===== config.mk =====
export PLATFORM = sky130hd
export DESIGN_NAME = angle_gen_mc
export DESIGN_NICKNAME = d
export VERILOG_FILES = /design/src/rtl/angle_gen_mc.sv
export SDC_FILE = /design/constraint.sdc
export NUM_CORES = 1
export LEC_CHECK = 0
export ABC_CLOCK_PERIOD_IN_PS = 3100
export CAP_MARGIN = 20
export CORE_ASPECT_RATIO = 0.8
export CORE_UTILIZATION = 50
export CTS_BUF_LIST = sky130_fd_sc_hd__clkbuf_8
export DETAILED_ROUTE_END_ITERATION = 12
export PLACE_DENSITY_LB_ADDON = 0.1
export SETUP_SLACK_MARGIN = 0.4
export SLEW_MARGIN = 30
export SYNTH_ARGS = -nofsm -noshare
export SYNTH_HDL_FRONTEND = slang
export SYNTH_SLANG_ARGS = --single-unit

===== constraint.sdc =====
create_clock -name clock -period 3.1 [get_ports clock]
set_input_delay 0.62 -clock clock [delete_from_list [all_inputs] [get_ports clock]]
set_output_delay 0.62 -clock clock [all_outputs]
set_load 0.1 [all_outputs]

===== src/rtl/angle_gen_mc.sv =====
// Multi-channel angle / triangle / square generator feeding a CORDIC stage.
// Each channel advances on its own divided update strobe; config arrives via a valid/ready port.
module angle_gen_mc #(
    parameter int unsigned WIDTH      = 12,
    parameter int unsigned FREQ_WIDTH = 13,
    parameter int unsigned NCH        = 4,
    parameter int unsigned CNT        = 262144,
    parameter int unsigned AMP        = 2000,
    parameter int unsigned AN         = 1215,
    parameter int unsigned ASTEP0     = 31,
    parameter int unsigned TSTEP0     = 63,
    localparam int unsigned CHW       = (NCH > 1) ? $clog2(NCH) : 1
) (
    input  logic                    clock,
    input  logic                    reset,
    input  logic                    enable,
    input  logic                    sync,
    input  logic                    cfg_valid,
    output logic                    cfg_ready,
    input  logic [CHW-1:0]          cfg_ch,
    input  logic [FREQ_WIDTH-1:0]   cfg_freq,
    input  logic [WIDTH-1:0]        cfg_astep,
    input  logic [WIDTH-1:0]        cfg_tstep,
    output logic                    cfg_err,
    output logic [WIDTH-1:0]        x_start,
    output logic [WIDTH-1:0]        y_start,
    output logic [NCH*WIDTH-1:0]    angle,
    output logic [NCH*WIDTH-1:0]    tri_amp,
    output logic [NCH*WIDTH-1:0]    sqr_amp,
    output logic [NCH-1:0]          tick
);

    localparam int unsigned CW = FREQ_WIDTH + 5;
    // Two guard bits so tri +/- tstep can never wrap, even for large steps.
    localparam int unsigned TW = WIDTH + 2;
    localparam logic [CW-1:0]        CNT_W  = CW'(CNT);
    localparam logic signed [TW-1:0] AMP_P  = TW'(AMP);
    localparam logic signed [TW-1:0] AMP_N  = TW'(-int'(AMP));
    localparam logic [WIDTH-1:0]     SQR_HI = WIDTH'(AMP - 1);
    localparam logic [WIDTH-1:0]     SQR_LO = WIDTH'(-int'(AMP));

    logic [CW-1:0]         cnt_q   [NCH];
    logic [CW-1:0]         cnt_d   [NCH];
    logic [FREQ_WIDTH-1:0] freq_q  [NCH];
    logic [FREQ_WIDTH-1:0] freq_d  [NCH];
    logic [WIDTH-1:0]      astep_q [NCH];
    logic [WIDTH-1:0]      astep_d [NCH];
    logic [WIDTH-1:0]      tstep_q [NCH];
    logic [WIDTH-1:0]      tstep_d [NCH];
    logic [WIDTH-1:0]      angle_q [NCH];
    logic [WIDTH-1:0]      angle_d [NCH];
    logic [WIDTH-1:0]      tri_q   [NCH];
    logic [WIDTH-1:0]      tri_d   [NCH];
    logic [WIDTH-1:0]      sqr_q   [NCH];
    logic [WIDTH-1:0]      sqr_d   [NCH];
    logic                  down_q  [NCH];
    logic                  down_d  [NCH];
    logic [CW-1:0]         limit   [NCH];
    logic signed [TW-1:0]  tsum    [NCH];
    logic signed [TW-1:0]  tdif    [NCH];
    logic [NCH-1:0]        tick_q, tick_d;
    logic                  cfg_ready_q, cfg_ready_d;
    logic                  cfg_err_q, cfg_err_d;
    logic [WIDTH-1:0]      x_start_q, y_start_q;
    logic                  xfer, ch_ok;

    always_comb begin
        xfer        = cfg_valid && cfg_ready_q;
        ch_ok       = 32'(cfg_ch) < NCH;
        cfg_ready_d = !xfer;
        cfg_err_d   = xfer && !ch_ok;
        tick_d      = '0;
        for (int ch = 0; ch < int'(NCH); ch++) begin
            cnt_d[ch]   = cnt_q[ch];
            freq_d[ch]  = freq_q[ch];
            astep_d[ch] = astep_q[ch];
            tstep_d[ch] = tstep_q[ch];
            angle_d[ch] = angle_q[ch];
            tri_d[ch]   = tri_q[ch];
            down_d[ch]  = down_q[ch];
            sqr_d[ch]   = tri_q[ch][WIDTH-1] ? SQR_LO : SQR_HI;
            limit[ch]   = CNT_W - {freq_q[ch], 5'b0};
            tsum[ch]    = $signed({{2{tri_q[ch][WIDTH-1]}}, tri_q[ch]})
                          + $signed({2'b00, tstep_q[ch]});
            tdif[ch]    = $signed({{2{tri_q[ch][WIDTH-1]}}, tri_q[ch]})
                          - $signed({2'b00, tstep_q[ch]});

            if (xfer && ch_ok && cfg_ch == CHW'(ch)) begin
                freq_d[ch]  = cfg_freq;
                astep_d[ch] = cfg_astep;
                tstep_d[ch] = cfg_tstep;
                cnt_d[ch]   = '0;
            end else if (!sync && enable) begin
                if (cnt_q[ch] == limit[ch]) begin
                    cnt_d[ch]   = '0;
                    tick_d[ch]  = 1'b1;
                    angle_d[ch] = angle_q[ch] + astep_q[ch];
                    if (!down_q[ch]) begin
                        if (tsum[ch] >= AMP_P) begin
                            tri_d[ch]  = AMP_P[WIDTH-1:0];
                            down_d[ch] = 1'b1;
                        end else begin
                            tri_d[ch] = tsum[ch][WIDTH-1:0];
                        end
                    end else if (tdif[ch] <= AMP_N) begin
                        tri_d[ch]  = AMP_N[WIDTH-1:0];
                        down_d[ch] = 1'b0;
                    end else begin
                        tri_d[ch] = tdif[ch][WIDTH-1:0];
                    end
                end else begin
                    cnt_d[ch] = cnt_q[ch] + 1'b1;
                end
            end

            // Sync clears phase state but still lets a coincident config load land.
            if (sync) begin
                cnt_d[ch]   = '0;
                angle_d[ch] = '0;
                tri_d[ch]   = '0;
                down_d[ch]  = 1'b0;
            end
        end
    end

    always_ff @(posedge clock) begin
        if (reset) begin
            cfg_ready_q <= 1'b0;
            cfg_err_q   <= 1'b0;
            tick_q      <= '0;
            x_start_q   <= '0;
            y_start_q   <= '0;
            for (int ch = 0; ch < int'(NCH); ch++) begin
                cnt_q[ch]   <= '0;
                freq_q[ch]  <= '0;
                astep_q[ch] <= WIDTH'(ASTEP0);
                tstep_q[ch] <= WIDTH'(TSTEP0);
                angle_q[ch] <= '0;
                tri_q[ch]   <= '0;
                sqr_q[ch]   <= '0;
                down_q[ch]  <= 1'b0;
            end
        end else begin
            cfg_ready_q <= cfg_ready_d;
            cfg_err_q   <= cfg_err_d;
            tick_q      <= tick_d;
            x_start_q   <= WIDTH'(AN);
            y_start_q   <= '0;
            for (int ch = 0; ch < int'(NCH); ch++) begin
                cnt_q[ch]   <= cnt_d[ch];
                freq_q[ch]  <= freq_d[ch];
                astep_q[ch] <= astep_d[ch];
                tstep_q[ch] <= tstep_d[ch];
                angle_q[ch] <= angle_d[ch];
                tri_q[ch]   <= tri_d[ch];
                sqr_q[ch]   <= sqr_d[ch];
                down_q[ch]  <= down_d[ch];
            end
        end
    end

    for (genvar g = 0; g < int'(NCH); g++) begin : g_out
        assign angle[g*WIDTH +: WIDTH]   = angle_q[g];
        assign tri_amp[g*WIDTH +: WIDTH] = tri_q[g];
        assign sqr_amp[g*WIDTH +: WIDTH] = sqr_q[g];
    end

    assign cfg_ready = cfg_ready_q;
    assign cfg_err   = cfg_err_q;
    assign tick      = tick_q;
    assign x_start   = x_start_q;
    assign y_start   = y_start_q;

endmodule

* After elaboration in Yosys (flattened, before gate mapping)
Memories as Yosys holds them, arrays and structs flattened.
Cells that the tools add are included.
** Operators by class
- $lt $le $gt $ge :: 8
- Bitwise logic cells :: 33
- Add/sub/neg operators :: 20
- Reductions and logical operators :: 13
- Mux-type cells :: 144
- Eq/ne operators :: 7
** Operators by type and width (count)
- 12-bit 2-to-1 mux :: 76
- 18-bit 2-to-1 mux :: 20
- 13-bit 2-to-1 mux :: 8
- 18-bit by 1-bit adder with 18-bit output, second input constant :: 4
- 18-bit equality test :: 4
- 1-bit by 18-bit subtractor with 18-bit output, first input constant :: 4
- 12-bit by 13-bit adder with 14-bit output :: 4
- 14-bit by 12-bit >= comparator with 1-bit output, second input constant :: 4
- 14-bit by 12-bit <= comparator with 1-bit output, second input constant :: 4
- 12-bit by 13-bit subtractor with 14-bit output :: 4
- 12-bit adder :: 4
- 1-bit 2-to-1 mux :: 39
- 1-bit OR :: 32
- 3-bit OR reduction :: 4
- 11-bit 2-to-1 mux :: 1
- 1-bit logical AND :: 6
- 2-bit equality test, second input constant :: 2
- 2-bit by 1-bit equality test with 1-bit output, second input constant :: 1
- 1-bit logical NOT :: 2
- 2-bit logical NOT :: 1
- 1-bit inverter :: 1
** Word-level totals
- Register bits after elaboration :: 17
- Input bits :: 44
- Word-level logic and storage cells :: 239
- Memory bits (writable) :: 368
- Output and inout port bits :: 174
- Memories kept :: 8
** Memories
- cnt_q :: words 4, bits a word 18, rd ports 4, clocked after Yosys merged registers in 0, wr ports 4, RTL line 42 : logic [CW-1:0] cnt_q [NCH];
- freq_q :: words 4, bits a word 13, rd ports 4, clocked after Yosys merged registers in 0, wr ports 4, RTL line 44 : logic [FREQ_WIDTH-1:0] freq_q [NCH];
- angle_q :: words 4, bits a word 12, rd ports 4, clocked after Yosys merged registers in 0, wr ports 4, RTL line 50 : logic [WIDTH-1:0] angle_q [NCH];
- astep_q :: words 4, bits a word 12, rd ports 4, clocked after Yosys merged registers in 0, wr ports 4, RTL line 46 : logic [WIDTH-1:0] astep_q [NCH];
- sqr_q :: words 4, bits a word 12, rd ports 4, clocked after Yosys merged registers in 0, wr ports 4, RTL line 54 : logic [WIDTH-1:0] sqr_q [NCH];
- tri_q :: words 4, bits a word 12, rd ports 4, clocked after Yosys merged registers in 0, wr ports 4, RTL line 52 : logic [WIDTH-1:0] tri_q [NCH];
- 2 more memories

* Depth between registers and ports, before layout
Gate-level depths: netlist (run 1).
An unclocked memory read counts as a cell.
- Depth in word-level cells :: 10
- Mapped depth :: 15
- Mapped depth without buffers :: 13

* Least setup slack after synthesis (run 1)
Ideal clock, no wire load.
- Path type :: register to register
- From :: memory tri_q[2][2]
- To :: memory tri_q[2][5]
- Library setup time :: 0.116 ns
- Arrival :: 3.810 ns
- Setup slack :: -0.826 ns
- Required time :: 2.984 ns
- Buffers on the path :: 2
- Clock period less this slack :: 3.926 ns
- Cell stages (with the launch flop) :: 14
- Path through :: dfxtp_1 > ha_1 > clkbuf_1 > nor2b_1 > o31a_1 > o31a_1 > o31a_1 > a2111oi_0 > a221oi_1 > o22ai_1 > and3_1 > clkbuf_1 > a221oi_1 > a21o_1
** RTL lines (RTL line)
- start: declaration :: 52

==> results of run 1 <==
==> layout by cell type (no fill, tap or decap), types with 41 or more instances in the layout <==
master / instances
nor2_1: 220
clkdlybuf4s50_1: 42
dfxtp_2: 41
o21ai_0: 70
buf_6: 50
clkbuf_8: 67
a21oi_2: 49
dfxtp_1: 251
ha_1: 131
xor2_1: 85
dfxtp_4: 42
xnor2_1: 120
o211ai_1: 45
nand2_1: 413
a21oi_1: 199
nand3_1: 72
nor3_1: 46
buf_4: 481
inv_1: 166
==> sequential cells by signal (all words and copies together) (netlist names) <==
register	flops
tick	4
astep_q	48
freq_q	52
angle_q	48
cfg_ready	1
tri_q	48
sqr_q	8
cnt_q	72
x_start	1
down_q	4
tstep_q	48
==> logic make-up (layout without fill, tap and decap cells) <==
kind of cell / after synthesis / in the layout / synth area share, %
AO/OA/AOI/OAI: 691 / 691 / 20.08
flip-flops: 334 / 334 / 29.75
adder cells (fa/ha/maj): 172 / 172 / 9.976
AND/OR/NAND/NOR: 1122 / 1125 / 23.40
buffers and inverters: 374 / 873 / 7.543
XOR/XNOR: 219 / 219 / 8.534
multiplexers: 15 / 15 / 0.6959
other: 1 / 17 / 0.01668
==> per-layer routing <==
metal  wire [um]  vias to the layer above  global-route usage [%]
met5           0                        -                       0
met4        2526                        0                   11.42
met3        5815                      160                   4.930
met2       35580                      838                   52.38
met1       36050                    11190                   47.31
li1            -                    11098                       -
==> per-stage QoR <==
step | setup WS, ns | cells | utilization, % | total power (uW)
finish | -0.1798 | 4049 | 70.11 | 12150
CTS | -0.1002 | 4007 | 66.91 | 11880
global placement | -0.1160 | 3805 | 60.37 | 7011
global route | -0.2649 | 4049 | 70.11 | 12550
floorplan | -0.08470 | 2944 | - | 6310
detailed placement | -0.1895 | 3805 | 60.37 | 7043
==> worst min path at each step <==
stage | start | slack, ns | endpoint | cells after the start
floorplan | astep_q[0][10] | 0.44 | astep_q[0][10] | 2
global placement | astep_q[1][9] | 0.45 | astep_q[1][9] | 2
detailed placement | astep_q[3][7] | 0.45 | astep_q[3][7] | 2
CTS | reset | 0.24 | astep_q[3][7] | 2
global route | reset | 0.27 | tstep_q[3][7] | 2
finish | reset | 0.28 | astep_q[3][7] | 2
==> timing repair <==
action                                  CTS  global route
endpoints found under the hold margin     0             0
cloned                                    8             3
resized for setup                       217           241
setup buffers                            86            39
pin swaps                               139           145
endpoints found under the setup margin  155           157
==> synth_stat cells, drive strengths merged (20+ instances only) <==
cell	number	share of area, %
a211oi	22	0.76
a21o	30	1.0
a21oi	248	5.5
a31oi	23	0.64
and3	41	1.1
buf	83	2.7
clkbuf	118	2.0
dfxtp	334	30
ha	160	8.9
inv	171	2.9
nand2	445	7.5
nand2b	26	0.72
nand3	79	1.8
nand4	31	0.86
nor2	258	4.3
nor2b	32	0.89
nor3	68	1.6
nor4	26	0.78
o211ai	46	1.6
o21a	34	1.1
o21ai	97	2.2
o31ai	20	0.67
or2	21	0.58
or3	29	0.83
xnor2	131	5.1
xor2	88	3.4
==> final cells by class <==
| cell class | instances | share of cell area [%] |
|---|---|---|
| clock buffers | 67 | 2.964 |
| clock inverters | 41 | 1.090 |
| inverters | 173 | 2.123 |
| multi-input cells | 2239 | 53.22 |
| flip-flops and latches | 334 | 22.16 |
| well taps | 603 | 2.425 |
| repair buffers | 592 | 16.01 |
==> report_power, final <==
part	switching, uW	internal [uW]	total, uW
clock network	2050	2410	4470
logic	1920	1300	3230
registers	97.0	4350	4450
total	4070	8070	12100
==> flow_summary.ini, run 1 <==
[timing]
slew_headroom_pct = 34.94
fmax_mhz = 304.9
worst_pin_slew_ns = 0.9730
finalHoldViolCount = 0
period_share_pct = 105.8
holdWs_ns = 0.2779
slew_viol_final = 0
rsz0062_at_grt = yes
fin_ws_ns = -0.1798
finalSetupTns_ns = -1.926
setup_viol = 29
skew_ns = 0.02997
min_period_ns = 3.280

[placement]
place_congestion = 0.9851
portBuffers = 200
dp_hpwl_um = 56500
placed_cell_area_sq_um = 26790

[synth]
mappedNetlistArea_sq_um = 22480
syn_avg_cell_area_sq_um = 7.676
ys.flop_type = dfxtp_1
synth-seq-cells = 334
synth_edf_count = 0
yosys_warnings = 0
async_flop_share_pct = 0
ys_seq_area_share_pct = 29.75
synthCells = 2928
yosysUniqueCellTypes = 93

[floorplanning]
die_w_um = 239.0
die_y_um = 191.6
die-area_sq_um = 45810
io_pins = 218
core_sq_um = 44380
start_util_pct = 50.65
row_count = 69

[clock_network]
clock-sinks = 334
cts_max_level = 2
cts_made_buffers = 57
root_buffer = clkbuf_8
cts.clk_slew.worst_paths_ns = 0.07
cts_tree = done
postCtsHoldBufs = 0
clk_latency_ns = 0.68
clock_path_buffers = 3

[setup_path]
cp-start-kind = register
critical_path.most_common_cell = o31a_1
cp.required_ns = 3.67
reg2reg_from = tri_q[1][1]
crit_buf_inv = 1
worstSetupPathType = register to register
critical_path.startpoint = tri_q[1][1]
cp.arrival_ns = 3.85
reg2reg_depth = 12
rr_endpoint = tri_q[1][11]
crit_path_end = tri_q[1][11]
r2r_slack_ns = -0.18
slowest_delay_ns = 0.44
endpoint_kind = register
critPathMaxFanout = 4
path_cells = ha_4 > nor2b_4 > o31a_1 > o41ai_4 > xnor2_2 > a311o_1 > nor4_4 > o31a_1 > nor2_2 > buf_6 > and3_1 > o31ai_1
worst-path-stages = 12
path_delay_family = compound AO/OA/AOI/OAI gates
crit_slowest_cell = o41ai_4

[power_and_ir_drop]
powerDensity_nw_per_um2 = 390.4
cellLeakagePower_uw = 0.01300
ir_drop_v = 0.0005054

[grt]
grt_pass1_wl_um = 121300
gr-total-overflow = 0
grt_max_degree = 108
grt.total_usage_pct = 33.61
antenna_found_initial = 0
grt_pass1_vias = 21960

[run_status]
status = complete, but fails checks
failed_checks = setup timing

[drt]
wirelength_um = 79970
vias = 23286
avgViaCountPerCell = 5.751
wire_per_inst_um = 19.75
first_pass_iters = 6
antenna_left = 0
drt_iter0_drc = 1900
drc = 0

[final_layout]
seq_area_sq_um = 6895
multi_input_area_sq_um = 16560
drive_gt1_share_pct = 33.34
n_fill_cell = 3595
antenna_cells = 0
fin_area_sq_um = 31110
fin_nets = 3613
syn2layout_area_growth_pct = 38.43

[min_path]
hold_path.class = input pin to register

[job]
max-cap-violations = 0
No activity file was read; power rests on OpenSTA's default activity.
==> run 2, diff against run 1 <==
--- a/config.mk
+++ b/config.mk
@@ -8,7 +8,7 @@
 export ABC_CLOCK_PERIOD_IN_PS = 3100
 export CAP_MARGIN = 20
 export CORE_ASPECT_RATIO = 0.8
-export CORE_UTILIZATION = 50
+export CORE_UTILIZATION = 30
 export CTS_BUF_LIST = sky130_fd_sc_hd__clkbuf_8
 export DETAILED_ROUTE_END_ITERATION = 12
 export PLACE_DENSITY_LB_ADDON = 0.1
==> flow_summary.ini, run 2 (synthesis gave the netlist of run 1 again) <==
[drt]
first_pass_iters = 5
drt_iter0_drc = 1330
vias = 22948
antenna_left = 0
wire_per_inst_um = 19.23
avgViaCountPerCell = 5.087
wirelength_um = 86760
drc = 0

[min_path]
hold_path.class = register to register
min-delay-start = astep_q[3][7]

[grt]
antenna_found_initial = 6
grt_pass1_wl_um = 129600
gr-total-overflow = 0
grt.total_usage_pct = 22.08
grt_pass1_vias = 22049
grt_max_degree = 118

[floorplanning]
row_count = 89
die_y_um = 246.8
die-area_sq_um = 76020
io_pins = 218
start_util_pct = 30.40
die_w_um = 308.0
core_sq_um = 73940

[setup_path]
r2r_slack_ns = -0.15
critical_path.startpoint = tri_q[1][0]
cp.arrival_ns = 3.80
reg2reg_from = tri_q[1][0]
worstSetupPathType = register to register
endpoint_kind = register
cp.required_ns = 3.65
critPathMaxFanout = 4
cp-start-kind = register

[final_layout]
syn2layout_area_growth_pct = 45.46
fin_nets = 3666
largest_register = cnt_q
final_common_cell = buf_4
fin_area_sq_um = 32690
largest_registers = cnt_q: 72 flops, freq_q: 52 flops
largest_register_ffs = 72
drive_gt1_share_pct = 35.73
final_util_pct = 44.21
final_cell_mix = 508 x buf_4, 406 x nand2_1, 249 x dfxtp_1

[timing]
slew_headroom_pct = 50.63
finalHoldViolCount = 0
rsz0062_at_grt = yes
setup_viol = 27
period_share_pct = 104.7
skew_ns = 0.03256
worst_pin_slew_ns = 0.7382
fmax_mhz = 308.1
fin_ws_ns = -0.1458
slew_viol_final = 0
min_period_ns = 3.246

[clock_network]
cts_made_buffers = 70
root_buffer = clkbuf_8
clock-sinks = 334
postCtsHoldBufs = 0
cts_max_level = 3
cts_tree = done
clock_path_buffers = 3
clk_latency_ns = 0.67
cts.clk_slew.worst_paths_ns = 0.06

[power_and_ir_drop]
powerDensity_nw_per_um2 = 396.2
cellLeakagePower_uw = 0.01346
p_total_uw = 12950
ir_drop_v = 0.0003237

[placement]
place_congestion = 0.8924
dp_hpwl_um = 62520
portBuffers = 200
placed_cell_area_sq_um = 27690

[job]
max-cap-violations = 0

[run_status]
status = complete, but fails checks
failed_checks = setup timing
[run 2: final timing paths]
kind / endpoint / cells past startpoint
setup / recovery: tri_q[1][0] / 12
hold / removal: astep_q[3][7] / 2
setup reg to reg: tri_q[1][0] / 12
hold reg to reg: astep_q[3][7] / 2
[run 2: cell type report]
class                           count  area, sq um
Fill cell                        7403        41250
Tap cell                         1001         1252
Clock inverter                     43        327.8
Timing Repair Buffer              633         5502
Sequential cell                   334         6900
Clock buffer                       86         1184
Antenna cell                        3        7.507
Multi-Input combinational cell   2238        16860
Inverter                          173        660.6
[run 2: metrics by stage]
stage          hold slack (ns)  instances  setup WS (ns)  setup TNS (ns)
6_report                0.4593       4511        -0.1458          -1.189
5_1_grt                 0.4778       4509        -0.2441          -8.669
4_1_cts                 0.4611       4467        -0.1435          -1.221
3_5_place_dp            0.4522       4253        -0.1901          -3.960
3_3_place_gp            0.4494       4253        -0.1690          -3.038
2_1_floorplan           0.4400       2944       -0.08470         -0.3049
[run 2: worst max-delay path: stages (launching register included)]
cell      delay (ns)
dfxtp_4         0.37
ha_4            0.16
fa_2            0.35
nor2b_4         0.15
o311ai_4        0.27
nand3_2         0.11
a221o_1         0.39
xnor2_2         0.17
o41ai_2         0.33
nor2b_1         0.11
o21a_2          0.24
or2_4           0.25
a32o_1          0.22
[run 2: where the power goes]
part | switching [uW] | internal, uW
Clock | 2250 | 2940
Combinational | 1960 | 1350
Sequential | 91.2 | 4360
Total | 4300 | 8650
[run 2: layer usage]
layer,global-route usage (%),routed length [um],up-vias
li1,-,-,11202
met1,31.33,42300,11079
met2,34.19,37830,549
met3,3.685,4414,118
met4,6.014,2210,0
met5,0,0,-
[run 2: what timing repair did]
action,CTS,global route
gates cloned,12,2
pin swaps,144,153
gates resized for setup,266,277
endpoints found under the setup margin,173,174
setup buffers,73,39
